[src/rtl/regfile_wb_arbiter.sv]
// Write-port arbiter, busy scoreboard and drain FSM for the 16 x 32 register file.
// Define WB_ARB_FIXED_PRIO_EN for fixed lowest-index priority instead of round-robin.
module regfile_wb_arbiter #(
    parameter int NUM_REQ = 3,
    parameter int DATA_W  = 32,
    parameter int ADDR_W  = 4,
    parameter int EXT_REG = 9
) (
    input  logic                      clk,
    input  logic                      rst_n,
    input  logic [NUM_REQ-1:0]        req_valid,
    input  logic [NUM_REQ*ADDR_W-1:0] req_addr,
    input  logic [NUM_REQ*DATA_W-1:0] req_data,
    output logic [NUM_REQ-1:0]        req_ready,
    output logic                      writeEnable,
    output logic [ADDR_W-1:0]         writeAddr,
    output logic [DATA_W-1:0]         writeData,
    input  logic                      reserve_valid,
    input  logic [ADDR_W-1:0]         reserve_addr,
    output logic                      reserve_ready,
    output logic [(2**ADDR_W)-1:0]    busy,
    input  logic                      drain_req,
    output logic                      drain_done
);

    localparam int                NREG     = 2**ADDR_W;
    localparam int                PTR_W    = $clog2(NUM_REQ);
    localparam logic [ADDR_W-1:0] EXT_ADDR = ADDR_W'(EXT_REG);

    typedef enum logic [1:0] {
        RUN   = 2'd0,
        DRAIN = 2'd1,
        DONE  = 2'd2
    } state_e;

    state_e              state_q, state_d;
    logic [NUM_REQ-1:0]  grant;
    logic [PTR_W-1:0]    gnt_idx;
    logic                xfer;
    logic [ADDR_W-1:0]   gnt_addr;
    logic [DATA_W-1:0]   gnt_data;
    logic                we_q, we_d;
    logic [ADDR_W-1:0]   waddr_q;
    logic [DATA_W-1:0]   wdata_q;
    logic [NREG-1:0]     busy_q, busy_d;

`ifdef WB_ARB_FIXED_PRIO_EN
    always_comb begin
        logic found;
        grant   = '0;
        gnt_idx = '0;
        found   = 1'b0;
        for (int i = 0; i < NUM_REQ; i++) begin
            if (!found && req_valid[i]) begin
                found    = 1'b1;
                grant[i] = 1'b1;
                gnt_idx  = PTR_W'(i);
            end
        end
    end
`else
    logic [PTR_W-1:0] rr_ptr_q, rr_ptr_d;

    // Scan cyclically starting at rr_ptr; first valid requester wins.
    always_comb begin
        logic found;
        int   idx;
        grant   = '0;
        gnt_idx = '0;
        found   = 1'b0;
        idx     = 0;
        for (int off = 0; off < NUM_REQ; off++) begin
            idx = int'(rr_ptr_q) + off;
            if (idx >= NUM_REQ) begin
                idx = idx - NUM_REQ;
            end
            if (!found && req_valid[idx]) begin
                found      = 1'b1;
                grant[idx] = 1'b1;
                gnt_idx    = PTR_W'(idx);
            end
        end
    end

    always_comb begin
        rr_ptr_d = rr_ptr_q;
        if (xfer) begin
            rr_ptr_d = (gnt_idx == PTR_W'(NUM_REQ - 1)) ? '0 : gnt_idx + 1'b1;
        end
    end

    always_ff @(posedge clk or negedge rst_n) begin
        if (!rst_n) begin
            rr_ptr_q <= '0;
        end else begin
            rr_ptr_q <= rr_ptr_d;
        end
    end
`endif

    assign req_ready = rst_n ? grant : '0;
    assign xfer      = |req_ready;
    assign gnt_addr  = req_addr[gnt_idx*ADDR_W +: ADDR_W];
    assign gnt_data  = req_data[gnt_idx*DATA_W +: DATA_W];

    // Writes to the externally driven register are accepted but never reach the regfile.
    assign we_d = xfer && (gnt_addr != EXT_ADDR);

    always_ff @(posedge clk or negedge rst_n) begin
        if (!rst_n) begin
            we_q    <= 1'b0;
            waddr_q <= '0;
            wdata_q <= '0;
        end else begin
            we_q <= we_d;
            if (we_d) begin
                waddr_q <= gnt_addr;
                wdata_q <= gnt_data;
            end
        end
    end

    // Set is applied after clear so a same-cycle reservation wins.
    always_comb begin
        busy_d = busy_q;
        if (xfer) begin
            busy_d[gnt_addr] = 1'b0;
        end
        if (reserve_valid && reserve_ready && (reserve_addr != EXT_ADDR)) begin
            busy_d[reserve_addr] = 1'b1;
        end
        busy_d[EXT_REG] = 1'b0;
    end

    always_ff @(posedge clk or negedge rst_n) begin
        if (!rst_n) begin
            busy_q <= '0;
        end else begin
            busy_q <= busy_d;
        end
    end

    // DONE is entered on the edge after which busy and writeEnable both read zero.
    always_comb begin
        state_d = state_q;
        case (state_q)
            RUN: begin
                if (drain_req) begin
                    state_d = DRAIN;
                end
            end
            DRAIN: begin
                if (!drain_req) begin
                    state_d = RUN;
                end else if ((busy_d == '0) && !we_d) begin
                    state_d = DONE;
                end
            end
            DONE: begin
                if (!drain_req) begin
                    state_d = RUN;
                end
            end
            default: state_d = RUN;
        endcase
    end

    always_ff @(posedge clk or negedge rst_n) begin
        if (!rst_n) begin
            state_q <= RUN;
        end else begin
            state_q <= state_d;
        end
    end

    assign reserve_ready = (state_q == RUN);
    assign drain_done    = (state_q == DONE);
    assign writeEnable   = we_q;
    assign writeAddr     = waddr_q;
    assign writeData     = wdata_q;
    assign busy          = busy_q;

endmodule

[config.mk]
export PLATFORM = sky130hd
export DESIGN_NAME = regfile_wb_arbiter
export DESIGN_NICKNAME = d
export VERILOG_FILES = /design/src/rtl/regfile_wb_arbiter.sv
export SDC_FILE = /design/constraint.sdc
export NUM_CORES = 1
export LEC_CHECK = 0
export ABC_AREA = 0
export BUFFER_PORTS_ARGS = -buffer_cell sky130_fd_sc_hd__buf_2
export CAP_MARGIN = 10
export CORE_AREA = 2 2 104 81
export DETAILED_ROUTE_END_ITERATION = 10
export DIE_AREA = 0 0 106 83
export PLACE_DENSITY = 0.84
export SLEW_MARGIN = 40
export SYNTH_ARGS = -nofsm -noshare
export SYNTH_HDL_FRONTEND = slang
export SYNTH_SLANG_ARGS = --single-unit
[constraint.sdc]
create_clock -name clk -period 4.2 [get_ports clk]
set_input_delay 0.63 -clock clk [delete_from_list [all_inputs] [get_ports clk]]
set_output_delay 0.63 -clock clk [all_outputs]
set_load 0.02 [all_outputs]
After elaboration in Yosys (flattened, before gate mapping)
Index checks and enable logic that the tools add are counted.
{"block": "totals", "reg_bits": 56, "input_bits": 119, "output_inout_bits": 58, "word_cells": 97}
{"block": "classes", "n_addsub": 6, "n_lt_le_gt_ge": 13, "n_eq_ne": 8, "n_shift": 2, "mux": 39, "bitwise_logic": 5, "reduce_logical": 18}
{"cell": "32-bit by 1-bit greater-or-equal comparator with 1-bit output (second input constant)", "n": 3}
{"cell": "32-bit by 4-bit less-than comparator with 1-bit output (second input constant)", "n": 3}
{"cell": "32-bit 2-to-1 mux", "n": 3}
{"cell": "96-bit by 8-bit indexed part select with 32-bit output", "n": 1}
{"cell": "16-bit 2-to-1 mux", "n": 2}
{"cell": "16-bit bitwise AND", "n": 1}
{"cell": "16-bit zero test", "n": 1}
{"cell": "2-bit 2-to-1 mux", "n": 8}
{"cell": "16-bit NOT", "n": 1}
{"cell": "16-bit bitwise OR", "n": 1}
{"cell": "1-bit 2-to-1 mux", "n": 13}
{"cell": "3-bit 2-to-1 mux", "n": 4}
{"cell": "12-bit by 5-bit indexed part select with 4-bit output", "n": 1}
{"cell": "1-bit logical AND", "n": 11}
{"cell": "4-bit by 5-bit less-than comparator with 1-bit output (second input constant)", "n": 2}
{"cell": "1-bit demux with 4-bit select", "n": 2}
{"cell": "4-bit by 1-bit greater-or-equal comparator with 1-bit output (second input constant)", "n": 2}
{"cell": "4-bit != test (second input constant)", "n": 2}
{"cell": "3-bit by 2-bit subtractor with 4-bit output (second input constant)", "n": 2}
{"cell": "1-bit binary-select mux with 2-bit select", "n": 3}
{"cell": "1-bit demux with 2-bit select", "n": 3}
{"cell": "3-bit by 2-bit greater-or-equal comparator with 1-bit output (second input constant)", "n": 2}
{"cell": "3-bit bitwise OR", "n": 2}
{"cell": "2-bit one-hot mux with 3 select lines", "n": 1}
{"cell": "14 further kinds", "n": 17}

Logic depth before layout (Yosys ltp)
Gate-level depths: netlist of run 1.
{"block": "logic_depth", "word_depth": 27, "mapped_depth": 15, "mapped_depth_nobuf": 12}

Least setup slack after synthesis of run 1
Ideal clock, no wire load.
{"block": "synth_timing", "path_type": "flip-flop to flip-flop", "startpoint": "reg rr_ptr_q[0]", "endpoint": "reg state_q[0]", "arrival_time_ps": 3300, "required_time_ps": 4082, "path_slack_ps": 783, "stages_incl_launch_ff": 14, "synth_period_minus_slack_ps": 3417, "path_cell_list": "dfrtp_1 inv_1 ha_1 buf_6 mux2i_4 o21ai_1 a21oi_1 a21oi_1 nor3_1 or3_4 or4_1 a211oi_1 nand4_1 nor2b_1"}
{"block": "synth_via", "elab_cells_between_ends": 69, "classes_between": "5 x add/sub; 11 x order compare; 2 x eq/ne; 1 x shift; 31 x mux; 5 x bitwise; 14 x reduce/logical"}
{"element": "start: declaration", "line_no": "62", "text": "logic [PTR_W-1:0] rr_ptr_q, rr_ptr_d;"}
{"element": "start signal: assignment", "line_no": "96", "text": "rr_ptr_q <= rr_ptr_d;"}
{"element": "parallel branches: the longest is 11 deep, another holds 32-bit by 1-bit greater-or-equal comparator with 1-bit output"}
{"element": "3-bit 2-to-1 mux (*)", "line_no": "77", "text": "if (!found && req_valid[idx]) begin"}
{"element": "3-bit 2-to-1 mux (*)", "line_no": "101", "text": "assign req_ready = rst_n ? grant : '0;"}
{"element": "named net req_ready[0]", "line_no": "14", "text": "output logic [NUM_REQ-1:0] req_ready,"}
{"element": "3-bit OR reduction (*)", "line_no": "102", "text": "assign xfer = |req_ready;"}
{"element": "16-bit 2-to-1 mux", "line_no": "126", "text": "if (xfer) begin"}
{"element": "16-bit bitwise OR (no source line)"}
{"element": "16-bit 2-to-1 mux", "line_no": "129", "text": "if (reserve_valid && reserve_ready && (reserve_addr != EXT_ADDR)) begin"}
{"element": "16-bit zero test", "line_no": "155", "text": "end else if ((busy_d == '0) && !we_d) begin"}
{"element": "1-bit logical AND (*)", "line_no": "155"}
{"element": "3-bit != test (no source line) (*)"}
{"element": "3-bit AND reduction (no source line) (*)"}
{"element": "end signal: assignment", "line_no": "172", "text": "state_q <= state_d;"}
{"element": "end: declaration", "line_no": "36", "text": "state_e state_q, state_d;"}
Mark *: on every way through the listed nets, which the timed path passes. The select of a mux whose other input is x is not followed.
A chain may end at the register's enable or synchronous reset.

Worst setup path after layout of run 1
{"block": "layout_timing", "startpoint": "reg rr_ptr_q[1]", "endpoint": "reg state_q[0]"}
{"block": "layout_via", "elab_chain_len": 26, "elab_cells_between_ends": 69, "classes_between": "5 x add/sub; 11 x order compare; 2 x eq/ne; 1 x shift; 31 x mux; 5 x bitwise; 14 x reduce/logical"}
{"element": "parallel branches: the longest is 19 deep, another holds 3-bit by 2-bit subtractor with 4-bit output"}
{"element": "16-bit 2-to-1 mux (*)", "line_no": "126"}
{"element": "16-bit bitwise OR (no source line)"}
{"element": "16-bit 2-to-1 mux (*)", "line_no": "129"}
{"element": "named net busy_d[3]", "line_no": "45", "text": "logic [NREG-1:0] busy_q, busy_d;"}
{"element": "16-bit zero test (*)", "line_no": "155"}
{"element": "1-bit logical AND (*)", "line_no": "155"}
{"element": "3-bit != test (no source line) (*)"}
{"element": "3-bit AND reduction (no source line) (*)"}
Marked as above.

==> results of run 1 <==
-- per-stage QoR --
| step | std cells | setup WS [ns] |
|---|---|---|
| after floorplan | 400 | 0.783 |
| after CTS | 668 | 0.264 |
| after global routing | 668 | 0.0277 |
| after global placement | 660 | 0.454 |
| after detailed placement | 660 | 0.246 |
| final | 668 | 0.336 |
-- logic make-up after synthesis --
group                    after synthesis  synth area share (%)
multiplexers                          47                  14.1
adder cells (fa/ha/maj)                4                  1.44
other                                  1                 0.108
flip-flops                            56                  40.2
buffers and inverters                 34                  4.34
AO/OA/AOI/OAI                        125                  22.3
AND/OR/NAND/NOR                      133                  17.6
-- state kept, by name (all words and copies together) (netlist names) --
name,cells
busy,15
rr_ptr_q,2
writeEnable,1
state_q,2
writeAddr,4
writeData,32
-- layout make-up --
type	instances	area (um^2)
Clock buffer	6	72.6
Timing Repair Buffer	183	948
Sequential cell	56	1400
Clock inverter	2	16.3
Tap cell	105	131
Multi-Input combinational cell	310	1960
Fill cell	699	3190
Inverter	6	22.5
-- cell usage after synthesis (2+ instances only) --
master and number:
dfrtp_1 56, o21ai_0 50, nand2_1 49, nor2_1 42
mux2i_1 39, a21oi_1 34, clkbuf_1 16, nand3_1 11
o31ai_1 11, mux2_2 7, inv_1 6, nand2b_1 6
buf_1 5, nor2b_1 5, buf_2 4, ha_1 4
o31a_1 4, nand3b_1 3, nor3_1 3, a221o_1 2
a2bb2oi_1 2, and2_1 2, buf_6 2, nor3_2 2
nor4_1 2, o21ai_1 2, o221ai_1 2, o2bb2ai_1 2
o41ai_1 2
-- power groups by stage --
stage	combinational (uW)	sequential, uW	clock [uW]
detailed placement	2740	945	0
floorplan	1740	1210	0
finish	2740	937	293
global placement	2660	939	0
global route	3040	971	325
CTS	2750	937	306
-- worst paths after layout --
| kind | end | from | slack [ns] |
|---|---|---|---|
| max in group asynchronous | writeData[30]$_DFFE_PN0P_ | rst_n | 3.49 |
| hold / removal | busy[8]$_DFF_PN0_ | rst_n | 0.42 |
| setup / recovery | state_q[0]$_DFFE_PN0P_ | rr_ptr_q[1]$_DFFE_PN0N_ | 0.34 |
| min in group clk | writeData[21]$_DFFE_PN0P_ | writeData[21]$_DFFE_PN0P_ | 0.49 |
| hold reg to reg | writeData[21]$_DFFE_PN0P_ | writeData[21]$_DFFE_PN0P_ | 0.49 |
| setup reg to reg | state_q[0]$_DFFE_PN0P_ | rr_ptr_q[1]$_DFFE_PN0N_ | 0.34 |
-- critical path: stages (launching register included) --
cell and delay [ns]:
dfrtp_1 0.42, inv_1 0.09, ha_1 0.43, mux2i_1 0.40, mux2i_1 0.21, nor3_2 0.39, nor2_4 0.08, buf_4 0.24
mux2i_1 0.16, buf_4 0.20, o31a_1 0.28, a221o_1 0.28, nor4_1 0.27, nand4_1 0.15, nor2b_1 0.16
-- timing repair --
action / 4_1_cts / 5_1_grt
endpoints found under the setup margin: 0 / 2
hold buffers: 0 / 0
gates resized for setup: 0 / 1
-- routing by layer --
layer / wire length (um) / GRT usage, % / share of wire, % / up-vias
met5: 0 / 0 / 0 / -
met4: 35 / 3.11 / 0.35 / 0
met3: 843 / 5.57 / 8.5 / 6
met2: 4720 / 37.6 / 48 / 168
met1: 4300 / 30.0 / 43 / 1627
li1: - / - / - / 1747
==> flow_summary.json, run 1 <==
{
  "cts_buffers": 5,
  "synth_area_leader_cell": "dfrtp_1",
  "synth-main-ff-cell": "dfrtp_1",
  "final_util_pct": 58.8,
  "tightest_slew_ns": 0.563,
  "ys_types": 54,
  "overflow": 0,
  "maxSlewHeadroom_pct": 62.5,
  "vias_per_cell": 5.31,
  "cts.root.buffer_cell": "clkbuf_8",
  "pwr-share-comb_pct": 69.1,
  "fin_area_um2": 4560,
  "grt_pass1_wl_mm": 16.2,
  "ys.warnings.count": 0,
  "synthTopCellsByArea": "dfrtp_1, mux2i_1, o21ai_0, nand2_1, a21oi_1",
  "critPathLaunchType": "register",
  "power_uw": 3970,
  "ys_seq_area_share_pct": 40.2,
  "power.density_nw_per_um2": 872,
  "ant_nets": 0,
  "die_area_um2": 8800,
  "syn_avg_cell_area_um2": 8.71,
  "path_class": "register to register",
  "drc": 0,
  "h-tree-depth": 2,
  "hold_class": "primary input to async pin",
  "io_buffers": 175,
  "synth-edff-count": 0,
  "pin_count": 177,
  "r2r_cells": 14,
  "area_delta_synth_final_pct": 30.7,
  "cp-end-kind": "register",
  "drt-initial-drc-count": 250,
  "final_common_cell": "buf_2",
  "num_rows": 28,
  "arrival_ns": 4.07,
  "antenna_cells": 0,
  "max_freq_ghz": 0.259,
  "critPathMaxFanout": 27,
  "status": "completed",
  "rsz0062_at_grt": "no",
  "grt_antenna_before_repair": 0,
  "final_nets": 685,
  "ys_async_sr_fraction_pct": 100,
  "start_util_pct": 45.0,
  "mostFrequentLayoutCells": "buf_2, dfrtp_1, o21ai_0",
  "die_y_um": 83,
  "netlist_instances": 400,
  "tns_ns": 0,
  "p_int_uw": 1950,
  "clkLatencyLatePin_ns": 0.30,
  "vias": 3548,
  "p_leak_uw": 0.00220,
  "grt_usage_pct": 22.4,
  "drive_above_1_share_pct": 37.3,
  "clock-sinks": 56,
  "ys_ff_latch": 56,
  "period_share_pct": 92.0,
  "clk_pin_slew_ns": 0.10,
  "synth_top_area_share_pct": 40.2,
  "maxCapViolations": 0,
  "routed_wl_mm": 9.90,
  "switchingPower_uw": 2030,
  "clk_path_buf_depth": 2,
  "slew_viol_final": 0,
  "dieWidth_um": 106,
  "cp.required_ns": 4.41,
  "grt_pass1_vias": 3329,
  "wire_per_inst_um": 14.8,
  "p_sw_share_pct": 51.0,
  "post-dp-hpwl_mm": 7.79,
  "synthesis.area_um2": 3490,
  "p_seq_share_pct": 23.6,
  "tritoncts": "yes",
  "place_congestion": 0.980,
  "grt_max_degree": 70,
  "syn_nets": 523,
  "dr.pass1.iters": 4,
  "timing.hold.ws_ns": 0.420,
  "post_cts_buffers": 0,
  "setup_viol": 0,
  "dpl_cell_area_um2": 4460,
  "coreArea_um2": 7740,
  "vdd_drop_max_mv": 0.371,
  "period_needed_ns": 3.86,
  "hold_viol_final": 0,
  "clkPwrFrac_pct": 7.4,
  "skew_ns": 0.00806
}
(Power assumes the default switching activity.)
==> inputs of run 2 (changes only) <==
- BUFFER_PORTS_ARGS: -buffer_cell sky130_fd_sc_hd__buf_2 -> default
- CORE_AREA: 2 2 104 81 -> 2 2 89 69
- DIE_AREA: 0 0 106 83 -> 0 0 91 71
- DONT_BUFFER_PORTS: default -> 1
- GPL_TIMING_DRIVEN: default -> 0
- PLACE_DENSITY: 0.84 -> 0.83
==> flow_summary.json, run 2 (synthesized netlist as in run 1, its figures left out) <==
{
  "critPathMaxFanout": 10,
  "cts_buffers": 5,
  "die_area_um2": 6460,
  "grt_pass1_wl_mm": 15.2,
  "die_y_um": 71,
  "path_class": "register to register",
  "status": "completed",
  "p_leak_uw": 0.00156,
  "coreArea_um2": 5650,
  "r2r-start": "rr_ptr_q[0]$_DFFE_PN0N_",
  "drt-initial-drc-count": 183,
  "start_util_pct": 61.7,
  "overflow": 0,
  "slew_viol_final": 0,
  "final_nets": 533,
  "arrival_ns": 4.15,
  "clock-sinks": 56,
  "power.density_nw_per_um2": 1040,
  "post-dp-hpwl_mm": 7.36,
  "area_delta_synth_final_pct": 7.93,
  "reg2reg_to": "state_q[0]$_DFFE_PN0P_",
  "tightest_slew_ns": 0.776,
  "max_freq_ghz": 0.253,
  "maxSlewHeadroom_pct": 48.3,
  "cts.root.buffer_cell": "clkbuf_8",
  "critPathLaunchType": "register",
  "num_rows": 24,
  "period_needed_ns": 3.95,
  "post_cts_buffers": 0,
  "pin_count": 177,
  "ant_nets": 0,
  "mostFrequentLayoutCells": "dfrtp_1, o21ai_0, nand2_1",
  "period_share_pct": 94.0,
  "h-tree-depth": 2,
  "grt_pass1_vias": 3026,
  "clk_path_buf_depth": 2,
  "drc": 0,
  "cp-end-kind": "register",
  "place_congestion": 0.946,
  "dieWidth_um": 91,
  "grt_antenna_before_repair": 0,
  "grt_max_degree": 60,
  "dr.pass1.iters": 4,
  "hold_class": "primary input to async pin",
  "drive_above_1_share_pct": 9.54,
  "maxCapViolations": 0,
  "skew_ns": 0.00678,
  "final_util_pct": 66.6,
  "vias_per_cell": 6.52,
  "tritoncts": "yes",
  "clk_pin_slew_ns": 0.09,
  "final_common_cell": "dfrtp_1",
  "routed_wl_mm": 9.94,
  "largest_reg_flops": 32,
  "r2r_slack_ns": 0.25,
  "grt_usage_pct": 29.6,
  "hold_viol_final": 0,
  "cp.required_ns": 4.40,
  "wire_per_inst_um": 20.4,
  "vias": 3175,
  "r2r_cells": 15,
  "antenna_cells": 0,
  "io_buffers": 0,
  "fill_cells": 498,
  "vdd_drop_max_mv": 0.476,
  "power_uw": 3900,
  "setup_viol": 0,
  "clkLatencyLatePin_ns": 0.30
}
## run 2: changes by cell type in the layout (fill, tap and decap cells not counted), moves of 2 or more
| cell | before | now |
|---|---|---|
| buf_2 | 175 | 4 |
| clkbuf_1 | 1 | 13 |
| buf_4 | 7 | 1 |
| buf_1 | 0 | 5 |
| clkbuf_2 | 0 | 3 |
| buf_6 | 0 | 2 |
## run 2: layer usage
metal	vias to the layer above	track usage [%]	share of wire (%)
met5	-	0	0
met4	0	7.91	1.9
met3	22	6.92	11
met2	195	47.8	47
met1	1514	40.8	40
li1	1444	-	-
## run 2: timing repair
| action | in CTS | in global routing |
|---|---|---|
| hold buffers | 0 | 3 |
| resized for setup | 0 | 11 |
| endpoints found under the setup margin | 0 | 13 |
| hold endpoints to repair | 0 | 28 |
## run 2: worst max-delay path by stage
stage | depth (start not counted) | to | start
after CTS | 14 | writeData[25]$_DFFE_PN0P_ | rr_ptr_q[0]$_DFFE_PN0N_
after detailed placement | 14 | writeData[29]$_DFFE_PN0P_ | rr_ptr_q[0]$_DFFE_PN0N_
after global routing | 15 | state_q[0]$_DFFE_PN0P_ | rr_ptr_q[0]$_DFFE_PN0N_
after global placement | 13 | writeAddr[3]$_DFFE_PN0P_ | rr_ptr_q[0]$_DFFE_PN0N_
final | 15 | state_q[0]$_DFFE_PN0P_ | rr_ptr_q[0]$_DFFE_PN0N_
after floorplan | 13 | state_q[0]$_DFFE_PN0P_ | rr_ptr_q[0]$_DFFE_PN0N_
## run 2: cell type report
class                   count  area [um^2]  area share [%]
plain buffers              28          133            3.53
clock buffers               5         68.8            1.83
clock inverters             1         30.0           0.798
inverters                   6         22.5           0.599
multi-input cells         310         1960            52.1
flip-flops and latches     56         1400            37.2
well taps                  78         97.6            2.59
repair buffers              3         50.0            1.33
## run 2: critical path, stage by stage, from the launching register on
cell      delay (ns)
dfrtp_1         0.41
inv_1           0.08
ha_1            0.31
buf_6           0.15
and2_1          0.16
o32ai_2         0.26
a21boi_2        0.14
nor2_1          0.30
buf_2           0.31
mux2i_2         0.35
buf_2           0.31
nand2_1         0.15
o31ai_1         0.35
and4b_1         0.25
nand4_1         0.14
nor2b_1         0.18
## run 2: per-stage QoR
stage                     setup WS (ns)  hold slack [ns]  area, um^2  std cells  TNS [ns]
after floorplan                   0.783            0.334        3490        400         0
after global placement            0.232            0.335        3580        478         0
after detailed placement         0.0964            0.335        3580        478         0
after CTS                        0.0781          0.00598        3680        484         0
after global routing            -0.0240            0.126        3760        487   -0.0240
final                             0.251            0.132        3760        487         0
## run 2: report_power, final
| group | total [uW] | leakage (uW) | internal, uW | switching [uW] |
|---|---|---|---|---|
| Sequential | 1270 | 0.000659 | 797 | 477 |
| Clock | 332 | 0.0000501 | 171 | 161 |
| Combinational | 2290 | 0.000847 | 860 | 1440 |
